--- config.mk ---
export PLATFORM = sky130hd
export DESIGN_NAME = n_right_shifter_pipe_flat
export DESIGN_NICKNAME = d
export VERILOG_FILES = /design/src/rtl/shifter_pkg.sv /design/src/rtl/n_right_shifter_pipe_if.sv /design/src/rtl/right_shift_stage.sv /design/src/rtl/n_right_shifter_pipe.sv /design/src/flat_wrapper.sv
export SDC_FILE = /design/constraint.sdc
export NUM_CORES = 1
export LEC_CHECK = 0
export CAP_MARGIN = 5
export CORE_MARGIN = 5
export CORE_UTILIZATION = 30
export CTS_BUF_LIST = sky130_fd_sc_hd__clkbuf_4
export CTS_CLUSTER_SIZE = 28
export DETAILED_ROUTE_END_ITERATION = 10
export PLACE_DENSITY = 0.53
export SLEW_MARGIN = 10
export SYNTH_ARGS = -nofsm -noshare
export SYNTH_HDL_FRONTEND = slang
export SYNTH_SLANG_ARGS = --single-unit
--- constraint.sdc ---
create_clock -name CLK -period 1.5 [get_ports CLK]
set_clock_uncertainty 0.15 [all_clocks]
set_input_delay 0.225 -clock CLK [delete_from_list [all_inputs] [get_ports CLK]]
set_output_delay 0.225 -clock CLK [all_outputs]
set_load 0.005 [all_outputs]
--- src/rtl/shifter_pkg.sv ---
// Shared definitions for the barrel shifter family (left and right variants).
//   SHIFT_LOGICAL / SHIFT_ARITH : encodings of the ARITH mode input
//   stage_count()               : shift-amount width, which is also the number of
//                                 pipeline stages, for a given data width
package shifter_pkg;

  localparam logic SHIFT_LOGICAL = 1'b0;
  localparam logic SHIFT_ARITH   = 1'b1;

  // A log shifter needs one stage per shift-amount bit. Clamp at 1 so a
  // degenerate width still produces a legal shift port.
  function automatic int stage_count(input int data_width);
    return (data_width <= 2) ? 1 : $clog2(data_width);
  endfunction

endpackage

--- src/rtl/n_right_shifter_pipe_if.sv ---
// Handshake bundle for the pipelined right barrel shifter.
//   Input side : IVALID, IREADY, IDATA, N_SHIFT, ARITH
//   Output side: OVALID, OREADY, ODATA
// master = the surrounding datapath (produces input words, consumes results)
// slave  = the shifter itself
interface n_right_shifter_pipe_if #(
  parameter int DATA_WIDTH  = 8,
  parameter int SHIFT_WIDTH = 3
);

  logic                   IVALID;
  logic                   IREADY;
  logic [DATA_WIDTH-1:0]  IDATA;
  logic [SHIFT_WIDTH-1:0] N_SHIFT;
  logic                   ARITH;
  logic                   OVALID;
  logic                   OREADY;
  logic [DATA_WIDTH-1:0]  ODATA;

  modport master (
    output IVALID, IDATA, N_SHIFT, ARITH, OREADY,
    input  IREADY, OVALID, ODATA
  );

  modport slave (
    input  IVALID, IDATA, N_SHIFT, ARITH, OREADY,
    output IREADY, OVALID, ODATA
  );

endinterface

--- src/rtl/right_shift_stage.sv ---
// One registered stage of the log right shifter: conditionally shifts the
// incoming word right by N (a power of two), inserting the carried fill bit at
// the MSB end, and passes the remaining low shift bits and fill bit along.
//   clk, rst_n                 : clock, asynchronous active-low reset
//   in_valid/in_ready          : upstream handshake
//   in_data, in_shift, in_fill : upstream word, full shift amount, fill bit
//   out_valid/out_ready        : downstream handshake
//   out_data, out_shift, out_fill : registered word and side-band
module right_shift_stage
  import shifter_pkg::*;
#(
  parameter int DATA_WIDTH  = 8,
  parameter int SHIFT_WIDTH = 3,
  parameter int N           = 1
) (
  input  logic                   clk,
  input  logic                   rst_n,
  input  logic                   in_valid,
  output logic                   in_ready,
  input  logic [DATA_WIDTH-1:0]  in_data,
  input  logic [SHIFT_WIDTH-1:0] in_shift,
  input  logic                   in_fill,
  output logic                   out_valid,
  input  logic                   out_ready,
  output logic [DATA_WIDTH-1:0]  out_data,
  output logic [SHIFT_WIDTH-1:0] out_shift,
  output logic                   out_fill
);

  localparam int BIT = $clog2(N);
  // Only the shift bits below this stage matter further down; clearing the
  // consumed bits lets synthesis drop their flops.
  localparam logic [SHIFT_WIDTH-1:0] KEEP_MASK = SHIFT_WIDTH'((1 << BIT) - 1);

  logic                   vld_p0;
  logic [DATA_WIDTH-1:0]  data_p0;
  logic [SHIFT_WIDTH-1:0] shift_p0;
  logic                   fill_p0;
  logic [DATA_WIDTH-1:0]  data_shifted;

  // Right shift by N with fill. A shift of the full width or more leaves only
  // fill bits, so cumulative shifts saturate instead of wrapping.
  function automatic logic [DATA_WIDTH-1:0] shift_fill(
    input logic [DATA_WIDTH-1:0] d,
    input logic                  f
  );
    logic [DATA_WIDTH-1:0] r;
    r = DATA_WIDTH'({{DATA_WIDTH{f}}, d} >> N);
    return (N >= DATA_WIDTH) ? {DATA_WIDTH{f}} : r;
  endfunction

  assign data_shifted = in_shift[BIT] ? shift_fill(in_data, in_fill) : in_data;

  // A stage can take a new word when empty or when its word leaves this cycle.
  assign in_ready = ~vld_p0 | out_ready;

  // Stage register
  always_ff @(posedge clk or negedge rst_n) begin
    if (!rst_n) begin
      vld_p0   <= 1'b0;
      data_p0  <= '0;
      shift_p0 <= '0;
      fill_p0  <= 1'b0;
    end else if (in_ready) begin
      vld_p0 <= in_valid;
      if (in_valid) begin
        data_p0  <= data_shifted;
        shift_p0 <= in_shift & KEEP_MASK;
        fill_p0  <= in_fill;
      end
    end
  end

  assign out_valid = vld_p0;
  assign out_data  = data_p0;
  assign out_shift = shift_p0;
  assign out_fill  = fill_p0;

endmodule

--- src/rtl/n_right_shifter_pipe.sv ---
// Pipelined logarithmic right barrel shifter (logical or arithmetic).
// One registered stage per shift-amount bit, largest shift first; latency is
// SHIFT_WIDTH cycles, throughput one word per cycle, full backpressure.
//   CLK   : clock
//   RST_N : asynchronous active-low reset, flushes every in-flight word
//   bus   : slave side of n_right_shifter_pipe_if
//           IVALID/IREADY/IDATA/N_SHIFT/ARITH in, OVALID/OREADY/ODATA out
module n_right_shifter_pipe
  import shifter_pkg::*;
#(
  parameter int DATA_WIDTH  = 8,
  parameter int SHIFT_WIDTH = stage_count(DATA_WIDTH)
) (
  input logic                   CLK,
  input logic                   RST_N,
  n_right_shifter_pipe_if.slave bus
);

  // Index SHIFT_WIDTH is the pipe input, index 0 the pipe output; stage k
  // reads index k+1 and drives index k.
  logic [SHIFT_WIDTH:0]                         vld_bus;
  logic [SHIFT_WIDTH:0]                         rdy_bus;
  logic [SHIFT_WIDTH:0]                         fill_bus;
  logic [(SHIFT_WIDTH+1)*DATA_WIDTH-1:0]        data_bus;
  logic [(SHIFT_WIDTH+1)*SHIFT_WIDTH-1:0]       shift_bus;
  logic                                         unused_tail;

  assign vld_bus[SHIFT_WIDTH]                                     = bus.IVALID;
  assign data_bus[SHIFT_WIDTH*DATA_WIDTH +: DATA_WIDTH]           = bus.IDATA;
  assign shift_bus[SHIFT_WIDTH*SHIFT_WIDTH +: SHIFT_WIDTH]        = bus.N_SHIFT;
  // Sign bit is sampled once at entry and travels with the word.
  assign fill_bus[SHIFT_WIDTH] = (bus.ARITH == SHIFT_ARITH) & bus.IDATA[DATA_WIDTH-1];

  assign rdy_bus[0] = bus.OREADY;
  assign bus.IREADY = rdy_bus[SHIFT_WIDTH];
  assign bus.OVALID = vld_bus[0];
  assign bus.ODATA  = data_bus[DATA_WIDTH-1:0];

  // Fill and shift side-band have no consumer past the last stage.
  assign unused_tail = fill_bus[0] ^ (^shift_bus[SHIFT_WIDTH-1:0]);

  for (genvar k = 0; k < SHIFT_WIDTH; k++) begin : g_stage
    // Stage k: conditional shift by 2^k
    right_shift_stage #(
      .DATA_WIDTH  (DATA_WIDTH),
      .SHIFT_WIDTH (SHIFT_WIDTH),
      .N           (1 << k)
    ) u_stage (
      .clk       (CLK),
      .rst_n     (RST_N),
      .in_valid  (vld_bus[k+1]),
      .in_ready  (rdy_bus[k+1]),
      .in_data   (data_bus[(k+1)*DATA_WIDTH +: DATA_WIDTH]),
      .in_shift  (shift_bus[(k+1)*SHIFT_WIDTH +: SHIFT_WIDTH]),
      .in_fill   (fill_bus[k+1]),
      .out_valid (vld_bus[k]),
      .out_ready (rdy_bus[k]),
      .out_data  (data_bus[k*DATA_WIDTH +: DATA_WIDTH]),
      .out_shift (shift_bus[k*SHIFT_WIDTH +: SHIFT_WIDTH]),
      .out_fill  (fill_bus[k])
    );
  end

endmodule

--- src/flat_wrapper.sv ---
// flat-port wrapper written by rule: the top's interface ports become plain ports
module n_right_shifter_pipe_flat import shifter_pkg::*;
#(
  parameter int DATA_WIDTH  = 8,
  parameter int SHIFT_WIDTH = stage_count(DATA_WIDTH)
)
  (CLK, RST_N, bus_IVALID, bus_IDATA, bus_N_SHIFT, bus_ARITH, bus_OREADY, bus_IREADY, bus_OVALID, bus_ODATA);
  n_right_shifter_pipe_if #(.DATA_WIDTH(DATA_WIDTH), .SHIFT_WIDTH(SHIFT_WIDTH)) bus_i ();
  input logic CLK;
  input logic RST_N;
  input wire logic [$bits(bus_i.IVALID)-1:0] bus_IVALID;
  input wire logic [$bits(bus_i.IDATA)-1:0] bus_IDATA;
  input wire logic [$bits(bus_i.N_SHIFT)-1:0] bus_N_SHIFT;
  input wire logic [$bits(bus_i.ARITH)-1:0] bus_ARITH;
  input wire logic [$bits(bus_i.OREADY)-1:0] bus_OREADY;
  output wire logic [$bits(bus_i.IREADY)-1:0] bus_IREADY;
  output wire logic [$bits(bus_i.OVALID)-1:0] bus_OVALID;
  output wire logic [$bits(bus_i.ODATA)-1:0] bus_ODATA;
  assign bus_i.IVALID = bus_IVALID;
  assign bus_i.IDATA = bus_IDATA;
  assign bus_i.N_SHIFT = bus_N_SHIFT;
  assign bus_i.ARITH = bus_ARITH;
  assign bus_i.OREADY = bus_OREADY;
  assign bus_IREADY = bus_i.IREADY;
  assign bus_OVALID = bus_i.OVALID;
  assign bus_ODATA = bus_i.ODATA;
  n_right_shifter_pipe #(.DATA_WIDTH(DATA_WIDTH), .SHIFT_WIDTH(SHIFT_WIDTH)) u_core (.CLK(CLK), .RST_N(RST_N), .bus(bus_i));
endmodule
==> results of run 1 <==
-- worst register-to-register path, delay by kind of cell (launching register included) --
| family | cells | cell delay [ns] |
|---|---|---|
| flops | 1 | 0.36 |
| mux | 1 | 0.33 |
| buf+inv | 2 | 0.28 |
| simple gates | 2 | 0.21 |
-- registers in the layout, summed over array words and instances (netlist names) --
| name | flops |
|---|---|
| u_core.g_stage.u_stage.out_valid | 3 |
| u_core.g_stage.u_stage.out_fill | 2 |
| u_core.g_stage.u_stage.out_shift | 3 |
| u_core.g_stage.u_stage.out_data | 24 |
-- where the power goes --
group / internal, mW / leakage (nW) / switching, mW
clock network: 0.172 / 0.0324 / 0.284
registers: 1.07 / 0.367 / 0.159
logic: 0.466 / 0.490 / 0.288
total: 1.71 / 0.889 / 0.731
-- cells by family (layout without fill, tap and decap cells) --
kind of cell	count (synthesis)	in the layout	share of synthesized area
DFF	32	32	0.520
AOI/OAI and AO/OA	43	43	0.151
buffers and inverters	24	60	0.0926
muxes	28	28	0.189
and+or+nand+nor	12	12	0.0471
-- metrics by stage --
step            util  worst slack [ns]  area [um^2]  instances  setup TNS, ns
2_1_floorplan      -             0.191         1540        139              0
3_3_place_gp   0.369            -0.381         1860        228          -3.71
3_5_place_dp   0.369            -0.358         1860        228          -3.62
4_1_cts        0.392           -0.0661         1980        245        -0.0661
5_1_grt        0.395           -0.0142         1990        245        -0.0170
6_report       0.395            0.0498         1990        245              0
-- timing repair --
action	in CTS	in global routing
pin swaps	2	1
endpoints found under the setup margin	10	11
gates resized for setup	15	5
setup buffers	9	0
hold endpoints to repair	0	0
hold buffers	0	0
-- how the worst min path moves through the flow --
stage / end / depth (start not counted) / start / slack, ns
after global placement: u_core.g_stage[1].u_stage.out_fill / 1 / u_core.g_stage[1].u_stage.out_fill / 0.35
after global routing: u_core.g_stage[0].u_stage.out_valid / 2 / RST_N / 0.11
final: u_core.g_stage[0].u_stage.out_data[0] / 2 / RST_N / 0.11
after floorplan: u_core.g_stage[0].u_stage.out_data[0] / 0 / RST_N / -0.22
after CTS: u_core.g_stage[0].u_stage.out_data[0] / 2 / RST_N / 0.11
after detailed placement: u_core.g_stage[1].u_stage.out_fill / 1 / u_core.g_stage[1].u_stage.out_fill / 0.35
-- synth_stat cells, types with 2 or more instances --
| library cell | n | area (um^2) |
|---|---|---|
| buf_4 | 8 | 60.1 |
| nand2b_1 | 4 | 25.0 |
| mux2i_1 | 19 | 190 |
| a31oi_1 | 10 | 62.6 |
| buf_2 | 4 | 20.0 |
| nand2_1 | 2 | 7.51 |
| o21ai_0 | 6 | 30.0 |
| clkbuf_1 | 2 | 7.51 |
| inv_1 | 6 | 22.5 |
| dfrtp_1 | 32 | 801 |
| clkbuf_2 | 2 | 10.0 |
| a21oi_1 | 26 | 130 |
| buf_6 | 2 | 22.5 |
| mux2_2 | 9 | 101 |
-- metal layers --
metal  vias to the layer above  global-route usage  part of all wire  wire length, um
li1                        556                   -                 -                -
met1                       518               0.125              0.45             1330
met2                        28               0.174              0.48             1430
met3                         4              0.0318             0.062              185
met4                         0              0.0465            0.0097               29
met5                         -                   0                 0                0
-- cell type report --
cell class | instances | area, um^2
Clock buffer | 5 | 37.5
Clock inverter | 3 | 13.8
Fill cell | 535 | 3050
Inverter | 6 | 22.5
Multi-Input combinational cell | 83 | 613
Sequential cell | 32 | 801
Tap cell | 70 | 87.6
Timing Repair Buffer | 46 | 415
==> impl_results.md, run 1 <==
- Crit path max-delay cell type: dfrtp_1
- Post-DP HPWL: 2.21 mm
- Share of cells above drive strength 1: 0.234
- Max_slew headroom: 0.724
- Critical Path Sink Type: output port
- Final Max Slew Viols: 0
- Peak VDD IR: 0.000367 V
- CP Class: reg2out
- Syn Nets: 155
- Tightest Pin Transition: 0.413 ns
- Max cap viols: 0
- Number of setup violations in the final report: 0
- Distinct cells, synth: 21
- Critical path depth in cells: 3
- Hold WS: 0.112 ns
- Placer Congestion: 0.742
- Post-Route WL: 2.98 mm
- Status: complete, no violations
- Nets: 190
- Seq cells post-synth: 32
- Post-synth EDFFs: 0
- CP max stage delay: 0.36 ns
- Crit Reg-Reg Endpoint: u_core.g_stage[2].u_stage.out_shift[1]
- Die area: 0.00667 mm^2
- Ys Warns: 0
- Post-synthesis cell count: 139
- Ys flop type: dfrtp_1
- Buf/Inv on CP: 2
- Worst-case reg-to-reg path depth: 5
- DRC viols: 0
- Cell Pwr Density: 1220 mW/mm^2
- Die H: 81.7 um
- Worst hold-check path type: in2async
- Crit path to: bus_IREADY
- Minimum clock period: 1.45 ns
- Crit path max fanout: 2
- Largest net degree at the start of global routing: 33
- ANT cells: 0
- Die X: 81.7 um
- Initial antenna violation count: 0
- Worst EP required: 1.12 ns
- Core Area: 0.00504 mm^2
- Clock tree sinks: 32
- Final hold violations: 0
- GRT Residual Overflow: 0
- Drt via density: 4.51
- Asr flop ratio synth: 1.00
- WL/cell: 12.1 um
- Achievable frequency: 690 MHz
- First-pass GRT wire length: 5.41 mm
- CTS tree: done
- Final worst path period share: 0.967
- Most common cell after layout, fill and taps aside: dfrtp_1
- CTS Buf Count: 5
- CP top delay family: flip-flops
- RSZ-0062 raised after global routing: yes
- Startpoint Class: register
- Synth Cell Area: 0.00154 mm^2
- Avg Cell Area, Syn: 11.1 um^2
- Crit path DAT: 1.08 ns
- Reg-to-Reg Start: u_core.g_stage[1].u_stage.out_valid
- Pleak: 0.889 nW
- Number of global-route vias before repair: 1223
- Clock-pin transition on the worst setup and hold timing paths: 0.10 ns
- DR vias: 1106
- Router iterations before antenna repair: 4
- Worst-Skew Late Latency: 0.32 ns
- Total GRT Usage: 0.105
- Clock root buffer: clkbuf_4
- ANT nets after route: 0
- Max Buffers Root-to-Sink: 2
- IO buf count: 25
- Most frequent cells in the layout: dfrtp_1, a21oi_1, mux2i_1
- Worst R2R Setup Slack: 0.06 ns
- H-tree lvl count: 2
- Initial Utilization: 0.305
- Syn-to-layout area delta: 29.2%
- Register area share after synthesis: 0.520
- Std-Cell Rows: 26
- CP startpoint: u_core.g_stage[1].u_stage.out_valid
- Crit-path cells: nand4b_1, buf_6, clkbuf_2
- Number of top-level pins: 26
- Initial DRC count: 51
- Tot Pwr: 2.44 mW
Power figures use the tool's default switching activity.
==> run 2, diff against run 1 <==
--- a/config.mk
+++ b/config.mk
@@ -5,13 +5,14 @@
 export SDC_FILE = /design/constraint.sdc
 export NUM_CORES = 1
 export LEC_CHECK = 0
-export CAP_MARGIN = 5
+export CAP_MARGIN = 20
 export CORE_MARGIN = 5
 export CORE_UTILIZATION = 30
 export CTS_BUF_LIST = sky130_fd_sc_hd__clkbuf_4
 export CTS_CLUSTER_SIZE = 28
 export DETAILED_ROUTE_END_ITERATION = 10
-export PLACE_DENSITY = 0.53
+export MAX_ROUTING_LAYER = met4
+export PLACE_DENSITY = 0.55
 export SLEW_MARGIN = 10
 export SYNTH_ARGS = -nofsm -noshare
 export SYNTH_HDL_FRONTEND = slang
==> constraint.sdc (replaced) <==
create_clock -name CLK -period 1.3 [get_ports CLK]
set_clock_uncertainty 0.15 [all_clocks]
set_input_delay 0.195 -clock CLK [delete_from_list [all_inputs] [get_ports CLK]]
set_output_delay 0.195 -clock CLK [all_outputs]
set_load 0.005 [all_outputs]
==> impl_results.md, run 2 (synthesized netlist as in run 1, its figures left out) <==
- Crit-path cells: nand4b_1, buf_4, buf_6
- Max_slew headroom: 0.721
- Initial Utilization: 0.305
- GRT Residual Overflow: 0
- Router iterations before antenna repair: 4
- Die X: 81.7 um
- Drt via density: 4.50
- Max reg flops: 24
- Post-Route WL: 3.06 mm
- Die area: 0.00667 mm^2
- Reg-to-Reg Start: u_core.g_stage[0].u_stage.out_valid
- Register area: 801 um^2
- DR vias: 1115
- Finished Cell Area: 0.00202 mm^2
- Post-DP HPWL: 2.31 mm
- Clock tree sinks: 32
- Most common cell after layout, fill and taps aside: dfrtp_1
- Startpoint Class: register
- Std-Cell Rows: 26
- GR Layer Usage met2: 0.177
- Initial DRC count: 94
- H-tree lvl count: 2
- Final Max Slew Viols: 0
- CP startpoint: u_core.g_stage[0].u_stage.out_valid
- Number of global-route vias before repair: 1167
- Met1 Track Usage GR: 0.121
- Share of cells above drive strength 1: 0.303
- RSZ-0062 raised after global routing: yes
- Initial antenna violation count: 0
- Worst hold-check path type: in2async
- Clock-pin transition on the worst setup and hold timing paths: 0.10 ns
- Sw Share: 0.304
- First-pass GRT wire length: 5.35 mm
- CP Class: reg2out
- GR Util met3: 0.0417
- Critical Path Sink Type: output port
- Placer Congestion: 0.786
- WL/cell: 12.3 um
- CTS Buf Count: 5
- Worst-Skew Late Latency: 0.33 ns
- Sequential Power Share: 0.499
- Power Internal: 1.97 mW
- Nets: 193
- Most frequent cells in the layout: dfrtp_1, a21oi_1, mux2i_1
- Gate power share: 0.314
- Area of the multi-input gates: 633 um^2
- Pleak: 0.929 nW
- IO buf count: 25
- # fillers: 525
- DRC viols: 0
- Minimum clock period: 1.43 ns
- Crit path max fanout: 2
- CTS tree: done
- Max Buffers Root-to-Sink: 2
- Clock network power share: 0.187
- Number of setup violations in the final report: 23
- ANT nets after route: 0
- Peak VDD IR: 0.000353 V
- Tightest Pin Transition: 0.418 ns
- Tot Pwr: 2.83 mW
- Largest net degree at the start of global routing: 33
- Final hold violations: 0
- Crit path max-delay cell type: dfrtp_1
- Area after DPL: 0.00189 mm^2
- Max cap viols: 0
- Cell Pwr Density: 1400 mW/mm^2
- Core Area: 0.00504 mm^2
- Failing checks: setup timing
- Number of top-level pins: 26
- Crit path DAT: 1.08 ns
- Clock root buffer: clkbuf_4
- Gr busiest metal: met2
- Worst EP required: 0.95 ns
- Switching power: 0.859 mW
- Syn-to-layout area delta: 31.4%
- Status: complete, but fails checks
- Final worst path period share: 1.10
- ANT cells: 0
- Achievable frequency: 700 MHz
- CP max stage delay: 0.36 ns
- Setup ws final: -0.129 ns
- Die H: 81.7 um
- Total GRT Usage: 0.108
==> run 2: cell types whose count changed in the layout (fill, tap and decap cells not counted), moves of 3 or more <==
cell / previous run / this run
clkbuf_2: 1 / 8
mux2_2: 9 / 4
buf_6: 3 / 6
mux2_4: 0 / 5
dlygate4sd2_1: 9 / 1
==> run 2: stage by stage <==
step,setup WS [ns],utilization,hold slack (ns),setup TNS (ns),cells
after floorplan,0.00182,-,-0.251,0,139
after global placement,-0.495,0.374,0.346,-8.30,230
after detailed placement,-0.510,0.374,0.359,-9.04,230
after CTS,-0.138,0.402,0.0660,-1.91,245
after global routing,-0.197,0.401,0.0735,-3.37,248
final,-0.129,0.401,0.0735,-1.73,248
==> run 2: area by class of cell <==
cell class | instances | share of cell area
sequential | 32 | 0.396
multi-input combinational | 83 | 0.313
timing repair buffer | 49 | 0.212
tap | 70 | 0.0433
clock buffer | 5 | 0.0185
inverter | 6 | 0.0111
clock inverter | 3 | 0.00680
==> run 2: worst max-delay path: cells and delay by family, from the launching register on <==
kind | cells | cell delay [ns]
buf+inv | 2 | 0.28
simple gates | 1 | 0.12
flops | 1 | 0.36
==> run 2: power by group through the flow <==
stage	Combinational (mW)	Sequential [mW]	Clock (mW)
floorplan	0.614	1.36	0
global placement	0.811	1.43	0
detailed placement	0.828	1.44	0
CTS	0.895	1.42	0.555
global route	1.01	1.45	0.590
finish	0.890	1.41	0.530
==> run 2: path summary, 6_finish.rpt <==
kind                            depth (start not counted)                                endpoint  slack, ns
worst min-delay path                                    2   u_core.g_stage[0].u_stage.out_data[2]       0.07
worst max register to register                          5  u_core.g_stage[2].u_stage.out_shift[0]      -0.13
worst min register to register                          1      u_core.g_stage[1].u_stage.out_fill       0.39
min in group CLK                                        4     u_core.g_stage[0].u_stage.out_valid       0.31
worst max-delay path                                    3                              bus_IREADY      -0.13
max in group asynchronous                               2   u_core.g_stage[2].u_stage.out_data[7]       0.76
==> run 2: metal layers <==
metal / routed length, um / up-vias
met2: 1450 / 28
met4: 47 / 0
li1: - / 564
met1: 1340 / 517
met5: 0 / -
met3: 220 / 6
==> run 2: repair_timing <==
item / CTS / global route
cloned: 0 / 0
setup buffers: 7 / 4
pin swaps: 8 / 1
endpoints found under the hold margin: 0 / 0
setup endpoints to repair: 26 / 38
resized for setup: 35 / 14
hold buffers: 0 / 0
